**config.mk**
```make
export PLATFORM = sky130hd
export DESIGN_NAME = long_latency_scoreboard
export DESIGN_NICKNAME = d
export VERILOG_FILES = /design/src/rtl/long_latency_scoreboard_pkg.sv /design/src/rtl/long_latency_scoreboard_sb_counter.sv /design/src/rtl/long_latency_scoreboard.sv
export SDC_FILE = /design/constraint.sdc
export NUM_CORES = 1
export LEC_CHECK = 0
export ABC_CLOCK_PERIOD_IN_PS = 3690
export CAP_MARGIN = 10
export CORE_UTILIZATION = 45
export CTS_CLUSTER_SIZE = 14
export DETAILED_ROUTE_END_ITERATION = 8
export PLACE_DENSITY_LB_ADDON = 0.08
export REMOVE_ABC_BUFFERS = 1
export SLEW_MARGIN = 10
export SYNTH_ARGS = -nofsm -noshare
export SYNTH_HDL_FRONTEND = slang
export SYNTH_SLANG_ARGS = --single-unit
```
**constraint.sdc**
```tcl
create_clock -name clk -period 3.69 [get_ports clk]
set_input_delay 0.5535 -clock clk [delete_from_list [all_inputs] [get_ports clk]]
set_output_delay 0.5535 -clock clk [all_outputs]
set_load 0.1 [all_outputs]
```
**src/rtl/long_latency_scoreboard_pkg.sv**
```systemverilog
// Shared constants and types for the long-latency write scoreboard.
// The hazard-cause encoding exists only to make stall reasons visible in waveforms.
package long_latency_scoreboard_pkg;

  localparam int NUM_REGS = 32;
  localparam int ADDR_W   = 5;
  localparam int CNT_W    = 2;

  localparam logic [ADDR_W-1:0] REG_ZERO = '0;

  typedef enum logic [2:0] {
    HAZ_NONE    = 3'd0,
    HAZ_RAW_RS1 = 3'd1,
    HAZ_RAW_RS2 = 3'd2,
    HAZ_WAW     = 3'd3,
    HAZ_FULL    = 3'd4
  } haz_cause_e;

endpackage

```
**src/rtl/long_latency_scoreboard_sb_counter.sv**
```systemverilog
// One register's outstanding-write counter: simultaneous inc/dec cancel,
// decrement at zero reports underflow, increment at max saturates.
module long_latency_scoreboard_sb_counter #(
  parameter int CNT_W = 2
) (
  input  logic clk,
  input  logic rst,
  input  logic inc,
  input  logic dec,
  output logic busy,
  output logic pending,
  output logic at_max,
  output logic underflow
);

  localparam logic [CNT_W-1:0] CNT_MAX = '1;
  localparam logic [CNT_W-1:0] CNT_ONE = CNT_W'(1);

  logic [CNT_W-1:0] cnt;
  logic [CNT_W-1:0] cnt_next;

  always_comb begin
    cnt_next  = cnt;
    underflow = 1'b0;
    if (inc && !dec) begin
      if (cnt != CNT_MAX) begin
        cnt_next = cnt + CNT_ONE;
      end
    end else if (dec && !inc) begin
      if (cnt == '0) begin
        underflow = 1'b1;
      end else begin
        cnt_next = cnt - CNT_ONE;
      end
    end
  end

  // A last outstanding write retiring this cycle is already visible through
  // the write-through regfile, so it no longer counts as pending.
  assign pending = (cnt != '0) && !(dec && (cnt == CNT_ONE));
  assign at_max  = (cnt == CNT_MAX);

  always_ff @(posedge clk) begin
    if (rst) begin
      cnt  <= '0;
      busy <= 1'b0;
    end else begin
      cnt  <= cnt_next;
      busy <= (cnt_next != '0);
    end
  end

  a_no_inc_at_max: assert property (@(posedge clk) disable iff (rst)
    !(inc && !dec && at_max));

endmodule

```
**src/rtl/long_latency_scoreboard.sv**
```systemverilog
// Tracks writes still owed by loads and the mul/div unit and stalls ID on
// RAW/WAW hazards against them or when a register's counter is full.
module long_latency_scoreboard
  import long_latency_scoreboard_pkg::*;
#(
  parameter int NUM_REGS = long_latency_scoreboard_pkg::NUM_REGS,
  parameter int ADDR_W   = long_latency_scoreboard_pkg::ADDR_W,
  parameter int CNT_W    = long_latency_scoreboard_pkg::CNT_W
) (
  input  logic                clk,
  input  logic                rst,
  input  logic                issue_valid,
  input  logic                issue_reg_write_en,
  input  logic                issue_long_lat,
  input  logic [ADDR_W-1:0]   issue_rd_addr,
  input  logic [ADDR_W-1:0]   id_rs1_addr,
  input  logic [ADDR_W-1:0]   id_rs2_addr,
  input  logic                id_uses_rs1,
  input  logic                id_uses_rs2,
  input  logic [ADDR_W-1:0]   id_rd_addr,
  input  logic                id_reg_write_en,
  input  logic                wb_valid,
  input  logic [ADDR_W-1:0]   wb_rd_addr,
  output logic                stall_id,
  output logic [NUM_REGS-1:0] busy_mask,
  output logic                err_underflow
);

  logic                issue_fire;
  logic                wb_fire;
  logic [NUM_REGS-1:0] pending_vec;
  logic [NUM_REGS-1:0] full_vec;
  logic [NUM_REGS-1:0] uf_vec;
  logic                rs1_haz;
  logic                rs2_haz;
  logic                waw_haz;
  logic                full_haz;
  haz_cause_e          haz_cause;

  assign issue_fire = issue_valid && issue_reg_write_en && issue_long_lat &&
                      (issue_rd_addr != REG_ZERO);
  assign wb_fire    = wb_valid && (wb_rd_addr != REG_ZERO);

  // x0 is hardwired: never tracked, never busy, never pending.
  assign pending_vec[0] = 1'b0;
  assign full_vec[0]    = 1'b0;
  assign uf_vec[0]      = 1'b0;
  assign busy_mask[0]   = 1'b0;

  for (genvar r = 1; r < NUM_REGS; r++) begin : g_cnt
    long_latency_scoreboard_sb_counter #(
      .CNT_W (CNT_W)
    ) u_cnt (
      .clk       (clk),
      .rst       (rst),
      .inc       (issue_fire && (issue_rd_addr == ADDR_W'(r))),
      .dec       (wb_fire && (wb_rd_addr == ADDR_W'(r))),
      .busy      (busy_mask[r]),
      .pending   (pending_vec[r]),
      .at_max    (full_vec[r]),
      .underflow (uf_vec[r])
    );
  end

  assign rs1_haz  = id_uses_rs1 && (id_rs1_addr != REG_ZERO) && pending_vec[id_rs1_addr];
  assign rs2_haz  = id_uses_rs2 && (id_rs2_addr != REG_ZERO) && pending_vec[id_rs2_addr];
  assign waw_haz  = id_reg_write_en && (id_rd_addr != REG_ZERO) && pending_vec[id_rd_addr];
  assign full_haz = id_reg_write_en && (id_rd_addr != REG_ZERO) && full_vec[id_rd_addr];

  // The stall is derived from the cause so the debug encoding cannot drift
  // away from the real stall condition.
  always_comb begin
    haz_cause = HAZ_NONE;
    if (rs1_haz) begin
      haz_cause = HAZ_RAW_RS1;
    end else if (rs2_haz) begin
      haz_cause = HAZ_RAW_RS2;
    end else if (waw_haz) begin
      haz_cause = HAZ_WAW;
    end else if (full_haz) begin
      haz_cause = HAZ_FULL;
    end
  end

  assign stall_id = (haz_cause != HAZ_NONE);

  always_ff @(posedge clk) begin
    if (rst) begin
      err_underflow <= 1'b0;
    end else if (|uf_vec) begin
      err_underflow <= 1'b1;
    end
  end

endmodule

```
==> results.md <==
- Reg-to-Reg Start: g_cnt[14].u_cnt.cnt[1]
- GR Util All Layers: between 30% and 40%
- H-tree levels: 3
- Post-synth EDFFs: 0
- Status: completed
- Lkg Pwr: between 3 and 4 nW
- Router iterations before antenna repair: 5
- HPWL Detailed: 19800 um
- Slew Viols, Final: 0
- CTS tree: done
- Fillers: ~1400
- Port Buffers: 66
- Pwr Density: ~280 mW/mm^2
- Final Cycle Share: a little under 100%
- Worst slew pin tran: ~1 ns
- NumNets Final: approximately 1100
- RePlAce Congestion: roughly 1.0
- Die Ht: 126 um
- Simple-gate portion of the synthesized area: 31.5%
- WP data required: 3.14 ns
- ANT nets after route: 0
- DIE AREA: approximately 0.016 mm^2
- Ys flop type: dfxtp_1
- Post-Syn Instances: 992
- Chip Width: 126 um
- Delay-heaviest family, CP: compound AO/OA/AOI/OAI gates
- Min Tclk post-route: approximately 3.6 ns
- Mux contribution to synthesized area: 2.96%
- Core ar.: roughly 0.015 mm^2
- Hold Fails Final Rpt: 0
- Final setup vio count: 0
- TritonCTS buffer count: 9
- Critical path class: in2out
- Hold buffer count at CTS: 0
- DR DRC count: 0
- Post-synthesis sequential area ratio: between 20% and 30%
- Critical path startpoint category: primary input
- Synth Cell Area: a little under 0.007 mm^2
- RR Endpoint: err_underflow
- CP peak stage delay: between 0.4 and 0.5 ns
- Clk_lat worst skew: around 0.36 ns
- Largest net degree at the start of global routing: 40
- Max VDD drop: about 0.29 mV
- P&R area growth vs syn: 22.2%
- Setup WS post-layout: 0.0731 ns
- Crit path DAT: 3.06 ns
- Worst hold start: g_cnt[2].u_cnt.cnt[1]
- Initial antenna violation count: 0
- Synth Area in XOR/XNOR: 0%
- Synth unique cells: just under 70
- Setup Skew: 0.00682 ns
- Post-synth ARST share: 0%
- CTS root buf: clkbuf_16
- DR vias/cell: around 6.2
- Max cap viols: 0
- Sum of buffers and inverters on the critical path: 4
- Clock Path Buffers: 2
- Total number of vias: roughly 7800
- CP Launch Point: wb_rd_addr[4]
- Avg Cell Area, Syn: about 7 um^2
- Initial Util: 47.0%
- Clock-pin slew on the worst setup and hold paths: ~0.070 ns
- ANT cells: 0
- Seq cells post-synth: 94
- Drt first-iter violations: between 800 and 900
- Hold Path Class: reg2reg
- Final core utilization: between 50% and 60%
- RSZ-0062 raised after global routing: false
- Most used cell, CP: buf_12
- Overflow after GRT: 0
- Share of layout cells above drive strength 1: 15.4%
- Setup TNS: 0 ns
- Vias in the first global route: 6739
- Slew HR: 33.2%
- Post-Route WL: roughly 25000 um
- Setup WS pre-CTS: -0.0885 ns
- Syn. warnings: 0
- Critical Path Fanout Max: 11
- Reg2reg setup slack: between 1.5 and 2 ns
- First-pass GRT wire length: slightly below 40000 um
- Worst path depth: 11
- Compound-gate portion of the synthesized area: between 20 and 30%
- Setup crit end kind: output pin
- Critical path cell sequence: clkdlybuf4s50_1 -> buf_6 -> and2_1 -> buf_12 -> a31oi_1 -> mux2i_1 -> o22ai_1 -> o221ai_1 -> a211oi_2 -> a211o_1 -> buf_12
- Wirelength per Cell: between 20 and 25 um
- Crit path capture: stall_id
- Largest family of logic cells by synthesized area: simple AND/OR/NAND/NOR gates
- I/O pin cnt: 68
- Cell Rows: 44
- Adder-cell share of the synthesized area: 0%
- # clock sinks: 94
- Critical-path top delay cell: clkdlybuf4s50_1
- Peak Freq: approximately 280 MHz
- FF-to-FF path depth: 6
layout by cell type (no fill, tap or decap), types with 4 or more instances in the layout:
master and instances:
buf_4 88, a22oi_1 5, nand4_1 5, nand3b_1 18, or2_2 26, o211ai_1 11, nand2_1 119, or3_1 6
mux2i_1 16, a21o_1 16, clkbuf_16 9, clkdlybuf4s50_1 59, buf_12 7, nand3_1 46, a2111oi_0 6, dfxtp_1 94
a31oi_1 41, o311ai_0 12, dlymetal6s2s_1 4, nand4b_1 5, nor2_1 77, inv_1 32, a21boi_0 5, nand2b_1 24
o2111ai_1 7, nor3b_1 5, and2_1 4, a21oi_1 76, a221oi_1 6, nor3_1 49, a211oi_1 11, o21ai_0 77
and3_1 19, a211o_1 6
metrics by stage:
stage	cell area [um^2]	cells	total power, mW	hold slack [ns]
after detailed placement	8080	1233	1.44	0.532
after CTS	8420	1250	2.40	0.543
final	8470	1251	2.40	0.546
after global routing	8470	1251	2.47	0.563
after floorplan	6410	890	1.21	0.483
after global placement	8080	1233	1.44	0.531
final cells by class:
type                       count  area, um^2  area share (%)
inverter                      33         124            1.46
tap                          184         230            2.72
sequential                    94        1880            22.2
clock inverter                 5        58.8           0.695
timing repair buffer         162        1480            17.5
multi-input combinational    763        4450            52.6
clock buffer                  10         239            2.82
worst min path at each step:
stage / cells after the start / end
floorplan: 2 / g_cnt[2].u_cnt.cnt[0]
global placement: 2 / g_cnt[2].u_cnt.cnt[1]
detailed placement: 2 / g_cnt[2].u_cnt.cnt[0]
CTS: 2 / g_cnt[2].u_cnt.cnt[1]
global route: 2 / g_cnt[2].u_cnt.cnt[1]
finish: 2 / g_cnt[2].u_cnt.cnt[1]
power breakdown:
group,switching (mW),internal (mW),total [mW]
Clock,0.424,0.542,0.966
Combinational,0.254,0.157,0.411
Sequential,0.00402,1.02,1.02
synth_stat cells (all sizes together), types with 7 or more instances:
master,count,share of area (%)
a31oi,41,3.7
a21o,16,1.7
clkbuf,52,2.8
o21ai,79,5.8
nand2,119,6.4
nand3b,18,2.0
nor2,78,4.3
nor3,49,3.5
mux2i,16,2.3
and3,19,1.7
or2,27,2.4
o2111ai,7,0.88
nand3,46,3.3
o311ai,13,1.6
a21oi,77,5.6
dfxtp,94,27
buf,50,4.7
inv,32,1.7
a211oi,13,1.4
o211ai,11,1.2
nand2b,24,2.2
kinds of logic after synthesis:
kind of cell | count (synthesis)
compound gates | 315
other cells | 1
buf+inv | 135
flops | 94
simple gates | 428
mux | 19
tightest hold or removal path, stage by stage, from the launching register on:
cell     delay, ns
dfxtp_1       0.36
nand2_1       0.07
a21oi_1       0.07
state kept, by name (all words and copies together), names as in the netlist:
| register | flops |
|---|---|
| g_cnt.u_cnt.busy | 31 |
| err_underflow | 1 |
| g_cnt.u_cnt.cnt | 62 |
repair_timing:
item                       in CTS  in global routing
resized for setup              12                  9
buffers inserted                2                  1
pin swaps                       2                  3
setup endpoints to repair       1                  1
layer usage:
metal / share of wire [%] / wire (um) / up-vias / GRT usage [%]
met2: 44 / 11100 / 352 / 48.9
li1: - / - / 3746 / -
met5: 0 / 0 / - / 0
met4: 3.3 / 848 / 0 / 12.5
met3: 8.1 / 2060 / 49 / 6.84
met1: 45 / 11400 / 3607 / 42.9
No activity file was read; power rests on OpenSTA's default activity.
